$ cat config.mk
export PLATFORM = sky130hd
export DESIGN_NAME = lifo_arbiter
export DESIGN_NICKNAME = d
export VERILOG_FILES = /design/src/rtl/lifo_arbiter.sv
export SDC_FILE = /design/constraint.sdc
export NUM_CORES = 1
export LEC_CHECK = 0
export CELL_PAD_IN_SITES_DETAIL_PLACEMENT = 1
export CELL_PAD_IN_SITES_GLOBAL_PLACEMENT = 2
export CORE_MARGIN = 2
export CORE_UTILIZATION = 23
export DETAILED_ROUTE_END_ITERATION = 10
export HOLD_SLACK_MARGIN = 0.1
export PLACE_DENSITY_LB_ADDON = 0.1
export SLEW_MARGIN = 20
export SYNTH_ARGS = -nofsm -noshare
export SYNTH_HDL_FRONTEND = slang
export SYNTH_SLANG_ARGS = --single-unit
$ cat constraint.sdc
create_clock -name Clk -period 4.1 [get_ports Clk]
set_input_delay 0.82 -clock Clk [delete_from_list [all_inputs] [get_ports Clk]]
set_output_delay 0.82 -clock Clk [all_outputs]
set_load 0.01 [all_outputs]
$ cat src/rtl/lifo_arbiter.sv
// rtl/lifo_arbiter.sv - two-requester round-robin arbiter fronting a LIFO stack
// Optional grant counters enabled by defining LIFO_ARB_STATS_EN.
module lifo_arbiter #(
   parameter int WIDTH        = 16,
   parameter int REQ_HOLD_MAX = 15
) (
   input  logic             Clk,
   input  logic             Rst,
   input  logic             req0,
   input  logic             req1,
   input  logic             rw0,
   input  logic             rw1,
   input  logic [WIDTH-1:0] din0,
   input  logic [WIDTH-1:0] din1,
   output logic             gnt0,
   output logic             gnt1,
   output logic             err,
   output logic [WIDTH-1:0] rdata,
   output logic             rvalid0,
   output logic             rvalid1,
   output logic [WIDTH-1:0] st_dataIn,
   output logic             st_RW,
   output logic             st_EN,
   input  logic [WIDTH-1:0] st_dataOut,
   input  logic             st_EMPTY,
   input  logic             st_FULL,
   output logic [15:0]      gcnt0,
   output logic [15:0]      gcnt1
);

   typedef enum logic [1:0] {IDLE, ISSUE, CAPTURE} state_t;

   localparam int WW = $clog2(REQ_HOLD_MAX + 2);

   state_t           state, state_nxt;
   logic             win_q, op_q, last_gnt, sel, legal;
   logic [WIDTH-1:0] data_q;
   logic [WW-1:0]    wait0, wait1;
   logic             starve0, starve1;

   assign starve0 = (wait0 >= WW'(REQ_HOLD_MAX));
   assign starve1 = (wait1 >= WW'(REQ_HOLD_MAX));
   assign legal   = op_q ? !st_EMPTY : !st_FULL;

   // Starvation overrides the round-robin pointer; a tie falls back to it.
   always_comb begin
      sel = ~last_gnt;
      if (req0 && !req1)
         sel = 1'b0;
      else if (req1 && !req0)
         sel = 1'b1;
      else if (starve0 && !starve1)
         sel = 1'b0;
      else if (starve1 && !starve0)
         sel = 1'b1;
   end

   always_comb begin
      state_nxt = state;
      gnt0      = 1'b0;
      gnt1      = 1'b0;
      err       = 1'b0;
      st_EN     = 1'b0;
      st_RW     = 1'b0;
      st_dataIn = '0;
      case (state)
         IDLE: begin
            if (req0 || req1)
               state_nxt = ISSUE;
         end
         ISSUE: begin
            gnt0      = !win_q;
            gnt1      = win_q;
            err       = !legal;
            st_EN     = legal;
            st_RW     = legal && op_q;
            st_dataIn = legal ? data_q : '0;
            state_nxt = (legal && op_q) ? CAPTURE : IDLE;
         end
         CAPTURE: state_nxt = IDLE;
         default: state_nxt = IDLE;
      endcase
   end

   always_ff @(posedge Clk) begin
      if (Rst) begin
         state    <= IDLE;
         last_gnt <= 1'b1;
         wait0    <= '0;
         wait1    <= '0;
         win_q    <= 1'b0;
         op_q     <= 1'b0;
         data_q   <= '0;
         rdata    <= '0;
         rvalid0  <= 1'b0;
         rvalid1  <= 1'b0;
      end else begin
         state   <= state_nxt;
         rvalid0 <= 1'b0;
         rvalid1 <= 1'b0;
         if (state == IDLE && (req0 || req1)) begin
            win_q  <= sel;
            op_q   <= sel ? rw1 : rw0;
            data_q <= sel ? din1 : din0;
            wait0  <= (req0 && sel) ? (starve0 ? wait0 : wait0 + WW'(1)) : '0;
            wait1  <= (req1 && !sel) ? (starve1 ? wait1 : wait1 + WW'(1)) : '0;
         end
         if (state == ISSUE)
            last_gnt <= win_q;
         if (state == CAPTURE) begin
            rdata   <= st_dataOut;
            rvalid0 <= !win_q;
            rvalid1 <= win_q;
         end
      end
   end

`ifdef LIFO_ARB_STATS_EN
   always_ff @(posedge Clk) begin
      if (Rst) begin
         gcnt0 <= '0;
         gcnt1 <= '0;
      end else begin
         if (gnt0 && gcnt0 != 16'hFFFF)
            gcnt0 <= gcnt0 + 16'd1;
         if (gnt1 && gcnt1 != 16'hFFFF)
            gcnt1 <= gcnt1 + 16'd1;
      end
   end
`else
   assign gcnt0 = '0;
   assign gcnt1 = '0;
`endif

endmodule
==> results.toml <==
[clocking]
cts_root_buf = "clkbuf_8"
clockBufferDepth = 2
cts_made_buffers = 5
clk-insertion-delay-late_ns = 0.30
cts_resized = 0
cts_hold_buffers = 0
post_cts_buffers = 0
clock_sinks = 49
clk_pin_slew_ns = 0.09
cts_tree = "yes"
h-tree-depth = 2

[power_and_ir_drop]
clockPowerShare = 0.307
power_switching_uw = 279
power_density_nw_per_um2 = 291
p_leak_uw = 0.00140
combPwrFrac = 0.195
ir_drop_mv = 0.131
p_seq_frac = 0.498
power_uw = 1040
switching_share = 0.269
internal_power_uw = 757

[floorplan]
die_y_um = 109
dieArea_um2 = 11800
start_util = 0.234
rows = 38
die-width_um = 109
core-area_um2 = 10800
ios = 127

[drt]
vias = 2255
drt_iter0_drc = 46
post-route-drc-count = 0
drt-wirelength-per-cell_um = 13.4
dr.pass1.iters = 4
vias_per_cell = 4.29
drt_wl_total_um = 7040
postRouteAntennaNets = 0

[finish]
antennaDiodeCount = 0
final_core_util = 0.330
areaGrowthSynthToFinish_pct = 41.3
ff_latch_area_um2 = 981
n_fill_cell = 1298
drive_gt1_frac = 0.0466
fin_nets = 445
multiInputGateArea_um2 = 1310

[grt]
grt_max_degree = 41
grt_overflow = 0
grt_pass1_vias = 2183
grt_first_pass_wirelength_um = 10900
antenna_found_initial = 0
grt.total_usage = 0.117

[setup_path]
crit_path_max_fanout = 17
required_ns = 3.28
crit_path_top_delay_cell = "clkdlybuf4s50_1"
cp_slowest_stage_delay_ns = 0.53
setup.worst_path.class = "input port to primary output"
cp_common_cell = "clkdlybuf4s50_1"
end_kind = "primary output"
crit_path_start_kind = "input port"
cp_data_arrival_time_ns = 2.46
crit_chain = "clkdlybuf4s50_1 -> mux2i_1 -> nor2b_1 -> buf_4 -> and2_1 -> clkdlybuf4s50_1"

[timing]
setup_viol = 0
relSlewSlack = 0.501
min_period_ns = 3.28
skew_ns = 0.0109
hold_viol = 0
fin_tns_setup_ns = 0
fmax_mhz = 305
finalCritPeriodShare = 0.801
setup_ws_ns = 0.817
final-max-slew-violation-count = 0
worst_pin_slew_ns = 0.740
rsz0062_at_grt = "false"

[synthesis]
syn_avg_cell_area_um2 = 8.44
yosysWarnings = 0
netlist_instances = 299
ys.flop_type = "dfxtp_1"
synth-edff-count = 0
ys_seq_area_frac = 0.389
synthArstFlopShare = 0
netlist_area_um2 = 2520
synthDistinctLibCells = 42
synth-seq-cells = 49

[place]
place.gp.congestion = 0.715
dp_slack_ns = 0.800
dpl.hpwl_um = 5280
port_buffers = 94

[job]
cap_viol_max_count = 0

[run_status]
status = "completed"

[hold_path]
holdCritPathClass = "flip-flop to flip-flop"
==> synthesized netlist by cell type, types with 2 or more instances <==
cell type | number | area share
or2_1 | 2 | 0.0050
dfxtp_1 | 49 | 0.39
buf_1 | 2 | 0.0030
nand4b_1 | 2 | 0.0069
nand2b_1 | 4 | 0.0099
nand2_1 | 38 | 0.057
nor2_1 | 29 | 0.043
and3_1 | 3 | 0.0074
inv_1 | 7 | 0.010
a21oi_1 | 22 | 0.044
clkbuf_1 | 13 | 0.019
nor3_1 | 2 | 0.0040
buf_4 | 33 | 0.098
mux2i_1 | 20 | 0.079
and2_1 | 19 | 0.047
nand4_1 | 5 | 0.012
a211oi_1 | 19 | 0.057
nor2b_1 | 2 | 0.0050
a22oi_1 | 2 | 0.0060
ha_1 | 4 | 0.020
==> kinds of logic after synthesis <==
logic type,share of synthesized area
compound gates,0.161
fa+ha+maj,0.0243
buf+inv,0.139
flops,0.389
mux,0.0794
other cells,0.00149
simple gates,0.206
==> sequential cells by signal, indices dropped and copies added, names as in the netlist <==
| register | cells |
|---|---|
| rdata | 16 |
| data_q | 16 |
| op_q | 1 |
| win_q | 1 |
| rvalid1 | 1 |
| wait0 | 5 |
| state | 2 |
| last_gnt | 1 |
| rvalid0 | 1 |
| wait1 | 5 |
==> cell type report <==
type	count	area share
Clock buffer	7	0.0270
Clock inverter	1	0.00140
Inverter	7	0.00737
Multi-Input combinational cell	223	0.367
Sequential cell	49	0.275
Tap cell	140	0.0492
Timing Repair Buffer	99	0.273
==> power groups by stage <==
stage          Sequential [uW]  Combinational (uW)  Clock [uW]
2_1_floorplan              520                 135           0
3_3_place_gp               529                 202           0
3_5_place_dp               528                 204           0
4_1_cts                    518                 205         335
5_1_grt                    521                 224         349
6_report                   516                 201         318
==> layer usage <==
metal / vias to the layer above / GRT usage / wire, um
li1: 1135 / - / -
met3: 7 / 0.0251 / 341
met2: 67 / 0.208 / 3590
met5: - / 0 / 0
met1: 1046 / 0.141 / 3010
met4: 0 / 0.0348 / 102
==> through the flow <==
stage                     hold WS, ns  cells  cell area (um^2)
after detailed placement        0.450    518              3460
after floorplan                 0.450    330              2640
after global routing            0.484    526              3560
final                           0.460    526              3560
after CTS                       0.463    526              3560
after global placement          0.441    518              3460
==> path summary, 6_finish.rpt <==
| check | from | endpoint | slack, ns | depth (start not counted) |
|---|---|---|---|---|
| worst max-delay path | st_EMPTY | st_dataIn[10] | 0.82 | 6 |
| worst min-delay path | rdata[9] | rdata[9] | 0.46 | 2 |
| worst max register to register | wait0[0] | wait1[3] | 1.66 | 8 |
| worst min register to register | rdata[9] | rdata[9] | 0.46 | 2 |
==> critical path: cells and delay by family <==
family | cells | cell delay (ns)
buffers and inverters | 3 | 1.16
AND/OR/NAND/NOR | 2 | 0.30
multiplexers | 1 | 0.18
==> cell usage in the layout, fill, tap and decap left out, types with 3 or more instances in the layout <==
cell type        netlist  layout
a211oi_1              19      19
clkdlybuf4s50_1        0      93
a21oi_1               22      22
clkbuf_8               0       7
nand2b_1               4       4
and2_1                19      19
conb_1                 1      32
nand4_1                5       5
ha_1                   4       4
nand2_1               38      38
dfxtp_1               49      49
and3_1                 3       3
buf_4                 33       5
mux2i_1               20      20
inv_1                  7       7
nor2_1                29      29
No activity file was read; power rests on OpenSTA's default activity.
